<file path="src/rtl/xc_pkg.sv">
// Shared types and constants for the writeback pipeline.
package xc_pkg;

    // Number of in-flight result stages (S0 forward, S1 forward, S2 commit).
    localparam int unsigned XC_WB_DEPTH = 3;

    // One in-flight register result.
    typedef struct packed {
        logic        valid;
        logic        wen;
        logic        wide;
        logic        pending;
        logic [4:0]  addr;
        logic [31:0] lo;
        logic [31:0] hi;
    } xc_wb_entry_t;

    // Empty slot loaded whenever a stage advances without new work.
    localparam xc_wb_entry_t XC_WB_BUBBLE = '0;

    // A narrow result is mirrored into both words so either register parity
    // reads the right value; a wide result keeps its separate high word.
    function automatic logic [31:0] xc_wb_hi_word(input logic        wide,
                                                  input logic [31:0] lo,
                                                  input logic [31:0] hi);
        return wide ? hi : lo;
    endfunction

endpackage

</file>
<file path="src/rtl/xc_wb_stage.sv">
// One writeback stage register: hold, load a new entry, or load a bubble.
module xc_wb_stage
    import xc_pkg::*;
(
    input  logic         clock,
    input  logic         reset,
    input  logic         hold_i,
    input  logic         load_i,
    input  xc_wb_entry_t d_i,
    output xc_wb_entry_t q_o
);

    xc_wb_entry_t entry_q;
    xc_wb_entry_t entry_d;

    // Next-state select: hold has priority, otherwise load or bubble.
    always_comb begin
        entry_d = XC_WB_BUBBLE;
        if (hold_i) begin
            entry_d = entry_q;
        end else if (load_i) begin
            entry_d = d_i;
        end
    end

    // Entry register, cleared asynchronously so in-flight work is dropped.
    always_ff @(posedge clock or posedge reset) begin
        if (reset) begin
            entry_q <= XC_WB_BUBBLE;
        end else begin
            entry_q <= entry_d;
        end
    end

    assign q_o = entry_q;

endmodule

</file>
<file path="src/rtl/xc_wb_pipe.sv">
// Writeback pipeline: S0/S1 feed the forwarding ports, S2 commits to the
// register file; late results park in S0 and raise decode hazards.
//
// Handshake: a result transfers into S0 on a rising edge where
// ex_valid && ex_ready; ex_ready is combinational and drops only while S0
// holds a pending entry whose late data has not arrived; ex_* must stay
// stable while ex_valid is high and ex_ready is low.
module xc_wb_pipe
    import xc_pkg::*;
(
    input  logic        clock,
    input  logic        reset,
    input  logic        ex_valid,
    output logic        ex_ready,
    input  logic        ex_wen,
    input  logic        ex_wide,
    input  logic        ex_late,
    input  logic [4:0]  ex_addr,
    input  logic [31:0] ex_wdata,
    input  logic [31:0] ex_wdata_hi,
    input  logic        late_valid,
    input  logic [31:0] late_wdata,
    input  logic [31:0] late_wdata_hi,
    input  logic [4:0]  rs1_addr,
    input  logic [4:0]  rs2_addr,
    output logic        rs1_hazard,
    output logic        rs2_hazard,
    output logic        fwd_0_wen,
    output logic        fwd_0_wide,
    output logic [4:0]  fwd_0_addr,
    output logic [31:0] fwd_0_wdata,
    output logic [31:0] fwd_0_wdata_hi,
    output logic        fwd_1_wen,
    output logic        fwd_1_wide,
    output logic [4:0]  fwd_1_addr,
    output logic [31:0] fwd_1_wdata,
    output logic [31:0] fwd_1_wdata_hi,
    output logic        rd_wen,
    output logic        rd_wide,
    output logic [4:0]  rd_addr,
    output logic [31:0] rd_wdata,
    output logic [31:0] rd_wdata_hi,
    output logic        busy
);

    xc_wb_entry_t stage_q [XC_WB_DEPTH];
    xc_wb_entry_t s0_d;
    xc_wb_entry_t s1_d;
    logic         s0_blocked;
    logic         s0_pend;

    // S0 stalls only while it waits for late data that has not yet arrived.
    assign s0_pend    = stage_q[0].valid && stage_q[0].pending;
    assign s0_blocked = s0_pend && !late_valid;
    assign ex_ready   = !s0_blocked;

    // Capture normalisation for a newly accepted execute result.
    always_comb begin
        s0_d         = XC_WB_BUBBLE;
        s0_d.valid   = 1'b1;
        s0_d.wide    = ex_wide;
        s0_d.addr    = ex_wide ? {ex_addr[4:1], 1'b0} : ex_addr;
        s0_d.wen     = ex_wen && (ex_wide || (ex_addr != 5'd0));
        s0_d.pending = ex_late && ex_wen;
        if (!ex_late) begin
            s0_d.lo = ex_wdata;
            s0_d.hi = xc_wb_hi_word(ex_wide, ex_wdata, ex_wdata_hi);
        end
    end

    // S1 takes S0 as-is, or completes a pending S0 with the late data.
    always_comb begin
        s1_d = stage_q[0];
        if (s0_pend) begin
            s1_d.pending = 1'b0;
            s1_d.lo      = late_wdata;
            s1_d.hi      = xc_wb_hi_word(stage_q[0].wide, late_wdata, late_wdata_hi);
        end
    end

    xc_wb_stage u_s0 (
        .clock  (clock),
        .reset  (reset),
        .hold_i (s0_blocked),
        .load_i (ex_valid),
        .d_i    (s0_d),
        .q_o    (stage_q[0])
    );

    xc_wb_stage u_s1 (
        .clock  (clock),
        .reset  (reset),
        .hold_i (1'b0),
        .load_i (!s0_blocked),
        .d_i    (s1_d),
        .q_o    (stage_q[1])
    );

    xc_wb_stage u_s2 (
        .clock  (clock),
        .reset  (reset),
        .hold_i (1'b0),
        .load_i (1'b1),
        .d_i    (stage_q[1]),
        .q_o    (stage_q[2])
    );

    // Forward and commit ports, zeroed whenever the write enable is low.
    always_comb begin
        fwd_0_wen      = stage_q[0].valid && stage_q[0].wen && !stage_q[0].pending;
        fwd_0_wide     = fwd_0_wen && stage_q[0].wide;
        fwd_0_addr     = fwd_0_wen ? stage_q[0].addr : 5'd0;
        fwd_0_wdata    = fwd_0_wen ? stage_q[0].lo : 32'd0;
        fwd_0_wdata_hi = fwd_0_wen ? stage_q[0].hi : 32'd0;

        fwd_1_wen      = stage_q[1].valid && stage_q[1].wen && !stage_q[1].pending;
        fwd_1_wide     = fwd_1_wen && stage_q[1].wide;
        fwd_1_addr     = fwd_1_wen ? stage_q[1].addr : 5'd0;
        fwd_1_wdata    = fwd_1_wen ? stage_q[1].lo : 32'd0;
        fwd_1_wdata_hi = fwd_1_wen ? stage_q[1].hi : 32'd0;

        rd_wen         = stage_q[2].valid && stage_q[2].wen && !stage_q[2].pending;
        rd_wide        = rd_wen && stage_q[2].wide;
        rd_addr        = rd_wen ? stage_q[2].addr : 5'd0;
        rd_wdata       = rd_wen ? stage_q[2].lo : 32'd0;
        rd_wdata_hi    = rd_wen ? stage_q[2].hi : 32'd0;
    end

    // Decode hazard: a source matches the register S0 is still waiting on.
    always_comb begin
        logic pend_wr;
        pend_wr    = s0_pend && stage_q[0].wen;
        rs1_hazard = 1'b0;
        rs2_hazard = 1'b0;
        if (pend_wr) begin
            if (stage_q[0].wide) begin
                rs1_hazard = (rs1_addr != 5'd0) && (rs1_addr[4:1] == stage_q[0].addr[4:1]);
                rs2_hazard = (rs2_addr != 5'd0) && (rs2_addr[4:1] == stage_q[0].addr[4:1]);
            end else begin
                rs1_hazard = (rs1_addr != 5'd0) && (rs1_addr == stage_q[0].addr);
                rs2_hazard = (rs2_addr != 5'd0) && (rs2_addr == stage_q[0].addr);
            end
        end
    end

    // Busy while any stage still holds an entry.
    always_comb begin
        busy = 1'b0;
        for (int i = 0; i < XC_WB_DEPTH; i++) begin
            busy = busy | stage_q[i].valid;
        end
    end

endmodule

</file>
<file path="config.mk">
export PLATFORM = sky130hd
export DESIGN_NAME = xc_wb_pipe
export DESIGN_NICKNAME = d
export VERILOG_FILES = /design/src/rtl/xc_pkg.sv /design/src/rtl/xc_wb_stage.sv /design/src/rtl/xc_wb_pipe.sv
export SDC_FILE = /design/constraint.sdc
export NUM_CORES = 1
export LEC_CHECK = 0
export ABC_AREA = 1
export CAP_MARGIN = 10
export CORE_UTILIZATION = 40
export CTS_CLUSTER_SIZE = 25
export DETAILED_ROUTE_END_ITERATION = 8
export GPL_TIMING_DRIVEN = 0
export PLACE_DENSITY_LB_ADDON = 0.08
export SLEW_MARGIN = 10
export SYNTH_ARGS = -nofsm -noshare
export SYNTH_HDL_FRONTEND = slang
export SYNTH_SLANG_ARGS = --single-unit
</file>
<file path="constraint.sdc">
create_clock -name clock -period 11.61 [get_ports clock]
set_input_delay 1.161 -clock clock [delete_from_list [all_inputs] [get_ports clock]]
set_output_delay 1.161 -clock clock [all_outputs]
set_load 0.05 [all_outputs]
</file>
Word level (Yosys, flattened, before mapping)

Cells that the tools add are included.

Output and inout port bits: 217
Input bits: 150
Word-level logic and storage cells: 75
Register bits: 219

Bitwise operators: 2
Equality and inequality tests: 4
Mux-type cells: 21
Reduce and logical (&&, ||, !) cells: 27

Operators with widths:

| kind              | number |
|---|---|
| $mux 32           | 8 |
| $mux 73           | 2 |
| $mux 64           | 2 |
| $logic_and 1x1->1 | 18 |
| $mux 5            | 3 |
| $reduce_bool 5->1 | 3 |
| $eq 5x5->1        | 2 |
| $eq 4x4->1        | 2 |
| $mux 1            | 6 |
| $logic_not 1->1   | 5 |
| $or 1x1->1        | 2 |
| $logic_or 1x1->1  | 1 |

Logic depth before layout (Yosys ltp)

Gate-level depths: netlist (run 1).

Word-level depth: 4
Depth in mapped cells: 7
Gate-level depth less buffers: 6

Modules after synthesis

A second synthesis (run 1) with hierarchy kept.

Cell total of the unflattened synthesis: 1827
Area total of the unflattened synthesis: 12793.5 µm²

By module, submodules not included:

| module      | instances | area each (µm²) | seq. area each (µm²) | cells each |
|---|---|---|---|---|
| xc_wb_stage | 3         | 2994.1          | 1826.8               | 317 |
| xc_wb_pipe  | 1         | 3811.2          | 0.0                  | 876 |

Worst setup path after synthesis (run 1)

No wires, ideal clock.

Kind: register -> output
Start: register u_s0.entry_q (netlist bit u_s0.q_o[72])
End: output port fwd_0_wdata[12]
Data arrival time: 2734 ps
Cell stages (with the launch flop): 6
Path buffers: 1
Required time: 10449 ps
Slack: 7715 ps
Cell sequence: dfrtp_1 -> inv_1 -> nor3_1 -> inv_2 -> buf_4 -> nor2_1

Longest elaborated chain between the ends: 3

RTL lines:

| element                         | line              | source |
|---|---|---|
| start: declaration              | xc_wb_stage.sv:13 | `xc_wb_entry_t entry_q;` |
| start signal: assignment        | xc_wb_stage.sv:31 | `entry_q <= entry_d;` |
| $logic_and 1x1->1 (2 in series) | xc_wb_pipe.sv:110 | `fwd_0_wen = stage_q[0].valid && stage_q[0].wen && !stage_q[0].pending;` |
| net fwd_0_wen                   | xc_wb_pipe.sv:28  | `output logic fwd_0_wen,` |
| $mux 32                         | xc_wb_pipe.sv:113 | `fwd_0_wdata = fwd_0_wen ? stage_q[0].lo : 32'd0;` |
| end: declaration                | xc_wb_pipe.sv:31  | `output logic [31:0] fwd_0_wdata,` |

The timed path passes the listed nets, and every way through them passes these cells.

Final worst setup path (run 1)

Start: input port late_valid
End: output port ex_ready

Longest elaborated chain between the ends: 3

RTL lines:

| element            | line             | source |
|---|---|---|
| start: declaration | xc_wb_pipe.sv:21 | `input logic late_valid,` |
| $logic_not 1->1    | xc_wb_pipe.sv:54 | `assign s0_blocked = s0_pend && !late_valid;` |
| $logic_and 1x1->1  | xc_wb_pipe.sv:54 |  |
| $logic_not 1->1    | n/a              |  |
| end: declaration   | xc_wb_pipe.sv:14 | `output logic ex_ready,` |

Every way passes these cells.

==> out/summary.log, run 1 <==
[place] post-place instance area 13,670 µm²
[finish] count of non-filler cells in the finished layout 1,858
[routing] remaining antenna violation count after routing 0
[sta] final sum of negative setup slack 0 ns
[logic_synthesis] number of register bits inferred by synthesis 219
[floorplanning] DIE AREA 24,580 µm²
[sta] transition time at the pin with the least slew margin 0.7589 ns
[routing] vias per std cell 4.724
[floorplanning] y dimension of the die 156.8 µm
[sta] Max Fclk 0.2407 GHz
[floorplanning] horizontal die dimension 156.8 µm
[worst_setup_path] Critical Setup Path Class in -> out
[clock_network] clock slew at the register clock pins of the worst setup and hold paths 0.06 ns
[clock_network] post-cts sizing count 0
[clock_network] CTS Buffer Depth 3
[global_routing] largest net degree at the start of global routing 115
[worst_setup_path] Required @ worst endpoint 10.45 ns
[floorplanning] top-level I/O count 367
[logic_synthesis] multiplexer share of the synthesized area 0
[finish] fraction of final layout cells with drive strength greater than 1 0.05458
[logic_synthesis] synthesized-area fraction occupied by ao, oa, aoi and oai cells 0.1269
[power] internal power summed over all cells 1346 µW
[worst_setup_path] beginning of the worst register-to-register path u_s0.q_o[69]
[logic_synthesis] adder-cell area share of the yosys netlist 0
[global_routing] vias in the first global route 8,577
[power] total leakage power 0.006349 µW
[logic_synthesis] instance count of the mapped netlist 1,130
[finish] final std cell area, no fill 14,440 µm²
[power] part of the power in combinational logic 0.142
[flow_run] max cap viols 0
[logic_synthesis] count of cell types in the netlist 23
[worst_setup_path] kind of start point of the critical path input pin
[finish] final-stage net count 1,672
[clock_network] # hold bufs at CTS 0
[routing] post-detailed-routing wire length 32,540 µm
[finish] fill count 2,086
[floorplanning] floorplan row count 56
[power] switching component of the power 466.5 µW
[clock_network] CTS tree done
[routing] drt drc 0
[clock_network] number of sinks handled by clock tree synthesis 219
[sta] worst max-slew margin expressed relative to the limit 0.4941
[worst_setup_path] Critical path destination ex_ready
[clock_network] Setup Buffers After CTS 0
[clock_network] CTS root buffer sky130_fd_sc_hd__clkbuf_16
[worst_setup_path] Worst setup EP type output pin
[sta] fin crit period 4.155 ns
[worst_setup_path] number of cells on the worst reg-to-reg path 5
[routing] number of detailed-route iterations in the first pass 5
[logic_synthesis] area fraction in and, or, nand and nor cells after synthesis 0.1538
[clock_network] clock insertion delay at the later pin of the skew report 0.51 ns
[power] Worst VDD drop 0.00009392 V
[worst_setup_path] crit path DAT 2.99 ns
[worst_setup_path] critical path fanouts, max 10
[floorplanning] core region area 23,470 µm²
[logic_synthesis] mean post-synth cell area 8.482 µm²
[logic_synthesis] main combinational cell family by area after synthesis simple AND/OR/NAND/NOR gates
[sta] endpoints failing setup 0
[global_routing] first-pass GRT wire length 48,530 µm
[clock_network] H-tree levels 1
[power] power per standard cell area 125.5 nW/µm²
[logic_synthesis] share of the yosys chip area belonging to registers 0.5718
[place] final weighted congestion of routability-driven global placement 0.8845
[finish] Diodes inserted 0
[logic_synthesis] Yosys Warn Count 0
[hold_path] worst min-delay path category reg -> reg
[global_routing] antenna violations before repair 0
[sta] Max Slew Vio Count 0
[floorplanning] Initial Util 0.4083
[sta] unrepaired setup endpoints after global routing false
[logic_synthesis] Mapped Area 9584 µm²
[logic_synthesis] xor/xnor share of the synthesized area 0.001828
[place] half-perimeter wire length after placement 24,080 µm
[place] number of placed cells counting well taps 1,815
[global_routing] global-route usage over all layers 0.2650
[routing] total via count after detailed routing 8,777
[place] number of port buffers 365
[sta] final number of hold-violating endpoints 0
[outcome] outcome finished clean
[power] clock network power share 0.405
[worst_setup_path] Worst R2R Setup Slack 9.82 ns
[sta] worst clock skew 0.006432 ns
[sta] period utilisation layout 0.3579
[worst_setup_path] endpoint of the most critical register-to-register path u_s1.q_o[23]
[power] overall power 1813 µW
[finish] signed area change from the synthesized netlist to the final layout 50.67%
[routing] DRC marker count from the first detailed-route iteration 530
[clock_network] number of buffers inserted during clock tree synthesis 24
[routing] drt wl/cell 17.51 µm
[logic_synthesis] nets in the synthesized netlist 1,280
[global_routing] total global routing overflow 0
[power] net switching share of the total power 0.2573
[worst_setup_path] launching element of the worst setup path late_valid
[power] register share of total power 0.453
[final cells by class]
| class | instances | area, µm² | area share |
|---|---|---|---|
| clock inverter | 4 | 20.02 | 0.001386 |
| sequential | 219 | 5480 | 0.3795 |
| buffer | 66 | 390.4 | 0.02703 |
| timing repair buffer | 366 | 3681 | 0.2549 |
| clock buffer | 39 | 748.2 | 0.05182 |
| inverter | 268 | 1013 | 0.07018 |
| multi-input combinational | 577 | 2708 | 0.1875 |
| tap | 319 | 399.1 | 0.02764 |
[Yosys cell counts]
| cell | n | area share |
|---|---|---|
| sky130_fd_sc_hd__a21oi_1 | 34 | 0.018 |
| sky130_fd_sc_hd__buf_2 | 21 | 0.011 |
| sky130_fd_sc_hd__o21ai_1 | 23 | 0.012 |
| sky130_fd_sc_hd__nand3_1 | 38 | 0.020 |
| sky130_fd_sc_hd__buf_6 | 14 | 0.016 |
| sky130_fd_sc_hd__dfrtp_1 | 219 | 0.57 |
| sky130_fd_sc_hd__nor3_1 | 3 | 0.0016 |
| sky130_fd_sc_hd__nand4_1 | 1 | 0.00065 |
| sky130_fd_sc_hd__xnor2_1 | 2 | 0.0018 |
| sky130_fd_sc_hd__nor2_1 | 263 | 0.10 |
| sky130_fd_sc_hd__a21boi_0 | 32 | 0.025 |
| sky130_fd_sc_hd__nand2_1 | 64 | 0.025 |
| sky130_fd_sc_hd__nor2_4 | 1 | 0.0012 |
| sky130_fd_sc_hd__inv_2 | 4 | 0.0016 |
| sky130_fd_sc_hd__clkbuf_1 | 24 | 0.0094 |
| sky130_fd_sc_hd__nand2_4 | 1 | 0.0012 |
| sky130_fd_sc_hd__buf_4 | 3 | 0.0023 |
| sky130_fd_sc_hd__nand2_2 | 1 | 0.00065 |
| sky130_fd_sc_hd__buf_1 | 4 | 0.0016 |
| sky130_fd_sc_hd__inv_1 | 264 | 0.10 |
| sky130_fd_sc_hd__nor2_2 | 1 | 0.00065 |
| sky130_fd_sc_hd__o22ai_1 | 100 | 0.065 |
| sky130_fd_sc_hd__o21ai_0 | 13 | 0.0068 |
[layout by cell type, fill, tap and decap left out, drive strengths merged, types with 36 or more instances in the layout]
master           n
o21ai           36
dfrtp          219
buf             43
clkdlybuf4s50  365
nand2           66
nand3           38
inv            268
nor2           265
o22ai          100
clkbuf          63
[critical path, stage by stage]
cell and delay (ns):
sky130_fd_sc_hd__clkdlybuf4s50_1 0.46, sky130_fd_sc_hd__nor2_4 0.29, sky130_fd_sc_hd__inv_2 0.08, sky130_fd_sc_hd__buf_6 0.16, sky130_fd_sc_hd__buf_6 0.15, sky130_fd_sc_hd__clkdlybuf4s50_1 0.70
[how the worst min path moves through the flow]
stage,startpoint,end,slack (ns),cells past startpoint
6_report,u_s1.q_o[11],u_s2.q_o[11],0.37,0
3_5_place_dp,u_s1.q_o[6],u_s2.q_o[6],0.36,0
3_3_place_gp,u_s1.q_o[29],u_s2.q_o[29],0.36,0
2_1_floorplan,u_s1.q_o[0],u_s2.q_o[0],0.35,0
4_1_cts,u_s1.q_o[11],u_s2.q_o[11],0.37,0
5_1_grt,u_s1.q_o[11],u_s2.q_o[11],0.37,0
[power by group through the flow]
stage | Sequential (µW) | Combinational, µW | Clock [µW]
final | 822 | 257 | 734
after global routing | 826 | 280 | 780
after CTS | 822 | 259 | 751
after detailed placement | 836 | 257 | 0
after global placement | 835 | 253 | 0
after floorplan | 831 | 144 | 0
[layer usage]
metal	track usage	vias up	part of all wire
li1	-	4231	-
met1	0.3363	4136	0.41
met2	0.4485	353	0.48
met3	0.05400	57	0.073
met4	0.09150	0	0.029
met5	0	-	0
[flip-flops by register name (all words and copies together), names as in the netlist]
| name | count |
|---|---|
| u_s2.q_o | 73 |
| u_s0.q_o | 73 |
| u_s1.q_o | 73 |
[per-stage QoR]
step / hold slack [ns] / util / worst slack (ns)
3_3_place_gp: 0.3559 / 0.5810 / 1.575
5_1_grt: 0.3730 / 0.6152 / 7.396
6_report: 0.3694 / 0.6152 / 7.455
2_1_floorplan: 0.3537 / - / 4.456
3_5_place_dp: 0.3588 / 0.5825 / 7.457
4_1_cts: 0.3695 / 0.6152 / 7.452
[logic make-up after synthesis]
logic type,count (synthesis)
AOI/OAI and AO/OA,202
buffers and inverters,334
and+or+nand+nor,373
DFF,219
xor gates and xnor gates,2
No activity file was read; power rests on OpenSTA's default activity.
==> run 2, diff against run 1 <==
Clock period 11.61 ns to 4.15 ns, I/O delays scaled along.
==> out/summary.log, run 2 (synthesis results as in run 1) <==
[floorplanning] floorplan row count 56
[floorplanning] DIE AREA 24,580 µm²
[place] post-place instance area 13,760 µm²
[sta] worst max-slew margin expressed relative to the limit 0.4724
[power] overall power 5197 µW
[routing] total via count after detailed routing 8,759
[power] power per standard cell area 356.9 nW/µm²
[global_routing] antenna violations before repair 1
[worst_setup_path] crit path DAT 2.88 ns
[worst_setup_path] kind of start point of the critical path flip-flop
[clock_network] H-tree levels 1
[place] number of port buffers 365
[floorplanning] top-level I/O count 367
[routing] drt drc 0
[finish] Core Util, Final 0.6204
[hold_path] worst min-delay path category reg -> reg
[clock_network] CTS root buffer sky130_fd_sc_hd__clkbuf_16
[sta] transition time at the pin with the least slew margin 0.7897 ns
[routing] post-detailed-routing wire length 33,280 µm
[global_routing] global-route usage over all layers 0.2733
[clock_network] clock insertion delay at the later pin of the skew report 0.51 ns
[finish] count of non-filler cells in the finished layout 1,864
[sta] Max Slew Vio Count 0
[clock_network] # hold bufs at CTS 0
[sta] endpoints failing setup 0
[floorplanning] Initial Util 0.4083
[clock_network] Setup Buffers After CTS 0
[floorplanning] core region area 23,470 µm²
[sta] final number of hold-violating endpoints 0
[worst_setup_path] Worst setup EP type output pin
[finish] signed area change from the synthesized netlist to the final layout 51.93%
[finish] most used cells in the layout excluding fill and tap cells 365 x sky130_fd_sc_hd__clkdlybuf4s50_1, 263 x sky130_fd_sc_hd__inv_1, 263 x sky130_fd_sc_hd__nor2_1, 219 x sky130_fd_sc_hd__dfrtp_1, 100 x sky130_fd_sc_hd__o22ai_1
[place] half-perimeter wire length after placement 24,820 µm
[routing] drt wl/cell 17.85 µm
[routing] vias per std cell 4.699
[flow_run] max cap viols 0
[finish] fraction of final layout cells with drive strength greater than 1 0.05703
[sta] worst clock skew 0.01615 ns
[sta] unrepaired setup endpoints after global routing false
[finish] final-stage net count 1,678
[global_routing] largest net degree at the start of global routing 39
[place] number of placed cells counting well taps 1,820
[worst_setup_path] Critical Setup Path Class reg -> out
[clock_network] post-cts sizing count 0
[clock_network] CTS Buffer Depth 3
[finish] leading cell type in the layout, fill and taps excluded sky130_fd_sc_hd__clkdlybuf4s50_1
[clock_network] CTS tree done
[worst_setup_path] critical path fanouts, max 10
[floorplanning] y dimension of the die 156.8 µm
[power] total leakage power 0.006397 µW
[finish] fill count 2,115
[finish] final std cell area, no fill 14,560 µm²
[clock_network] number of buffers inserted during clock tree synthesis 25
[sta] Max Fclk 0.3039 GHz
[sta] fin crit period 3.291 ns
[routing] number of detailed-route iterations in the first pass 6
[power] Worst VDD drop 0.0002339 V
[global_routing] vias in the first global route 9,048
[sta] period utilisation layout 0.7929
[worst_setup_path] Required @ worst endpoint 3.73 ns
[routing] remaining antenna violation count after routing 0
[clock_network] clock slew at the register clock pins of the worst setup and hold paths 0.06 ns
[floorplanning] horizontal die dimension 156.8 µm
[clock_network] number of sinks handled by clock tree synthesis 219
[routing] DRC marker count from the first detailed-route iteration 490
[outcome] outcome finished clean
[place] final weighted congestion of routability-driven global placement 0.8411
[global_routing] first-pass GRT wire length 50,270 µm
[global_routing] total global routing overflow 0
run 2: changes by cell type in the layout (fill, tap and decap cells not counted), sizes merged:
cell and change:
clkbuf -2, clkinvlp +1, bufinv +2, clkinv -1
buf +5, inv -1, diode +2
run 2: layout make-up:
cell class / count / area, µm² / share of cell area
Sequential cell: 219 / 5480 / 0.3764
Timing Repair Buffer: 371 / 3774 / 0.2592
Multi-Input combinational cell: 577 / 2708 / 0.1859
Inverter: 268 / 1010 / 0.06934
Clock buffer: 37 / 720.7 / 0.04949
Tap cell: 319 / 399.1 / 0.02741
Buffer: 66 / 390.4 / 0.02681
Clock inverter: 5 / 75.07 / 0.005156
Antenna cell: 2 / 5.005 / 0.0003437
run 2: per-layer routing:
| layer | global-route usage | part of all wire | up-vias |
|---|---|---|---|
| met1 | 0.3428 | 0.41 | 4103 |
| met5 | 0 | 0 | - |
| met2 | 0.4650 | 0.48 | 345 |
| met4 | 0.09104 | 0.029 | 0 |
| met3 | 0.06065 | 0.078 | 60 |
| li1 | - | - | 4251 |
run 2: stage by stage:
step	hold slack [ns]	TNS (ns)	setup slack, ns
floorplan	0.3537	0	0.8809
global placement	0.3559	-180.29	-0.8438
detailed placement	0.3588	0	1.378
CTS	0.3716	0	0.8233
global route	0.3785	0	0.7198
finish	0.3713	0	0.8594
run 2: path summary, 6_finish.rpt:
check / start / endpoint / slack, ns / cells past startpoint
worst max-delay path: u_s1.q_o[69] / fwd_1_wdata_hi[22] / 0.86 / 5
worst min-delay path: u_s1.q_o[57] / u_s2.q_o[57] / 0.37 / 0
worst max register to register: u_s0.q_o[69] / u_s1.q_o[17] / 2.36 / 5
worst min register to register: u_s1.q_o[57] / u_s2.q_o[57] / 0.37 / 0
max in group asynchronous: reset / u_s0.q_o[49] / 2.89 / 4
min in group asynchronous: reset / u_s2.q_o[1] / 0.41 / 2
run 2: worst max-delay path, cell delays in order, from the launching register on:
cell                              delay, ns
sky130_fd_sc_hd__dfrtp_1               0.38
sky130_fd_sc_hd__nor3_1                0.33
sky130_fd_sc_hd__inv_2                 0.23
sky130_fd_sc_hd__clkbuf_1              0.32
sky130_fd_sc_hd__nor2_1                0.23
sky130_fd_sc_hd__clkdlybuf4s50_1       0.87
run 2: report_power, final:
part / switching [µW] / internal (µW) / total (µW)
logic: 434 / 298 / 731
clock network: 852 / 1310 / 2160
registers: 47.2 / 2250 / 2300
total: 1330 / 3860 / 5200
==> run 3, diff against run 2 <==
Clock period 4.15 ns to 3.1 ns, I/O delays scaled along.
==> out/summary.log, run 3 (synthesis results as in run 1) <==
[worst_setup_path] CP max stage delay 0.84 ns
[sta] Max Slew Vio Count 0
[worst_setup_path] Critical Setup Path Class reg -> out
[global_routing] total global routing overflow 0
[global_routing] largest net degree at the start of global routing 39
[clock_network] H-tree levels 1
[routing] total via count after detailed routing 8,790
[routing] number of detailed-route iterations in the first pass 5
[sta] Max Fclk 0.3391 GHz
[sta] period utilisation layout 0.9514
[floorplanning] Initial Util 0.4083
[clock_network] # hold bufs at CTS 0
[floorplanning] floorplan row count 56
[power] power per standard cell area 472.2 nW/µm²
[flow_run] max cap viols 0
[place] half-perimeter wire length after placement 24,820 µm
[worst_setup_path] Required @ worst endpoint 2.79 ns
[worst_setup_path] kind of start point of the critical path flip-flop
[routing] DRC marker count from the first detailed-route iteration 513
[finish] most used cells in the layout excluding fill and tap cells 272 x sky130_fd_sc_hd__clkdlybuf4s50_1, 263 x sky130_fd_sc_hd__inv_1, 263 x sky130_fd_sc_hd__nor2_1, 219 x sky130_fd_sc_hd__dfrtp_1, 100 x sky130_fd_sc_hd__o22ai_1
[power] overall power 6962 µW
[place] worst slack at placement 0.4326 ns
[clock_network] number of sinks handled by clock tree synthesis 219
[routing] vias per std cell 4.718
[outcome] outcome finished clean
[worst_setup_path] Largest delay share family, worst path buffers and inverters
[place] final weighted congestion of routability-driven global placement 0.8411
[finish] fill count 2,098
[sta] endpoints failing setup 0
[sta] fin crit period 2.949 ns
[clock_network] Setup Buffers After CTS 0
[sta] final number of hold-violating endpoints 0
[finish] final-stage net count 1,678
[clock_network] clock slew at the register clock pins of the worst setup and hold paths 0.06 ns
[sta] worst clock skew 0.01654 ns
[place] number of placed cells counting well taps 1,820
[sta] transition time at the pin with the least slew margin 0.7864 ns
[place] number of port buffers 365
[worst_setup_path] cell breakdown of the critical path inv_1, nor3_1, inv_2, buf_4, nor2_1, clkdlybuf4s50_1
[floorplanning] y dimension of the die 156.8 µm
[global_routing] first-pass GRT wire length 50,270 µm
[hold_path] worst min-delay path category in -> async
[worst_setup_path] cell with the biggest individual delay on the critical path sky130_fd_sc_hd__clkdlybuf4s50_1
[floorplanning] top-level I/O count 367
[clock_network] CTS Buffer Depth 3
[routing] remaining antenna violation count after routing 0
[routing] post-detailed-routing wire length 33,490 µm
[finish] count of non-filler cells in the finished layout 1,863
[floorplanning] horizontal die dimension 156.8 µm
[clock_network] CTS root buffer sky130_fd_sc_hd__clkbuf_16
[finish] leading cell type in the layout, fill and taps excluded sky130_fd_sc_hd__clkdlybuf4s50_1
[power] total leakage power 0.007939 µW
[routing] drt drc 0
[worst_setup_path] critical path fanouts, max 10
[worst_setup_path] crit path DAT 2.64 ns
[global_routing] vias in the first global route 9,048
[global_routing] global-route usage over all layers 0.2733
[global_routing] antenna violations before repair 1
[floorplanning] DIE AREA 24,580 µm²
[clock_network] clock insertion delay at the later pin of the skew report 0.52 ns
[clock_network] CTS tree done
[worst_setup_path] Critical path buffers and inverters 4
[routing] drt wl/cell 17.98 µm
[finish] fraction of final layout cells with drive strength greater than 1 0.05703
[floorplanning] core region area 23,470 µm²
[sta] unrepaired setup endpoints after global routing false
[power] Worst VDD drop 0.0003130 V
[worst_setup_path] Worst setup EP type output pin
[sta] setup ws final 0.1508 ns
[clock_network] number of buffers inserted during clock tree synthesis 25
[finish] signed area change from the synthesized netlist to the final layout 53.83%
[sta] worst max-slew margin expressed relative to the limit 0.4746
run 3: routing by layer:
layer	up-vias	share of wire	track usage
met5	-	0	0
li1	4250	-	-
met3	62	0.074	0.06065
met2	333	0.48	0.4650
met4	0	0.030	0.09104
met1	4145	0.41	0.3428
run 3: per-stage QoR:
stage	util	hold WS [ns]	setup TNS [ns]	area [µm²]
after floorplan	-	0.3537	-14.04	9588
after global routing	0.6281	0.3669	0	14740
final	0.6281	0.3062	0	14740
after detailed placement	0.5862	0.3588	0	13760
after global placement	0.5811	0.3559	-387.25	13640
after CTS	0.6195	0.3312	0	14540
run 3: worst reg2reg max path: cells and delay by family (launching register included):
| kind | cells | cell delay [ns] |
|---|---|---|
| buffers and inverters | 2 | 0.57 |
| flip-flops | 1 | 0.40 |
| AO/OA/AOI/OAI | 1 | 0.19 |
| AND/OR/NAND/NOR | 2 | 0.47 |
run 3: area by class of cell:
| type | count | area [µm²] | share of cell area |
|---|---|---|---|
| clock buffer | 37 | 720.7 | 0.04888 |
| multi-input combinational | 577 | 2708 | 0.1837 |
| inverter | 268 | 1010 | 0.06849 |
| antenna | 1 | 2.502 | 0.0001697 |
| timing repair buffer | 371 | 3958 | 0.2684 |
| buffer | 66 | 390.4 | 0.02648 |
| sequential | 219 | 5480 | 0.3717 |
| clock inverter | 5 | 75.07 | 0.005092 |
| tap | 319 | 399.1 | 0.02707 |
run 3: what timing repair did:
action                     CTS  global route
cloned                       0             0
gates resized for setup     13            80
hold endpoints to repair     0             0
setup endpoints to repair   13            80
run 3: path summary, 6_finish.rpt:
kind                         startpoint         endpoint  slack (ns)  cells after the start
min reg2reg                u_s1.q_o[50]     u_s2.q_o[50]        0.37                      0
max reg2reg                u_s0.q_o[69]     u_s1.q_o[17]        1.31                      5
max                        u_s0.q_o[72]  fwd_0_wdata[14]        0.15                      6
min in group clock         u_s1.q_o[50]     u_s2.q_o[50]        0.37                      0
min                               reset      u_s2.q_o[1]        0.31                      2
max in group asynchronous         reset     u_s0.q_o[49]        1.94                      4
run 3: report_power, final:
part	internal [µW]	switching (µW)	leakage (µW)
logic	396	582	0.00461
clock network	1760	1150	0.000392
registers	3020	63.7	0.00294
total	5170	1790	0.00794
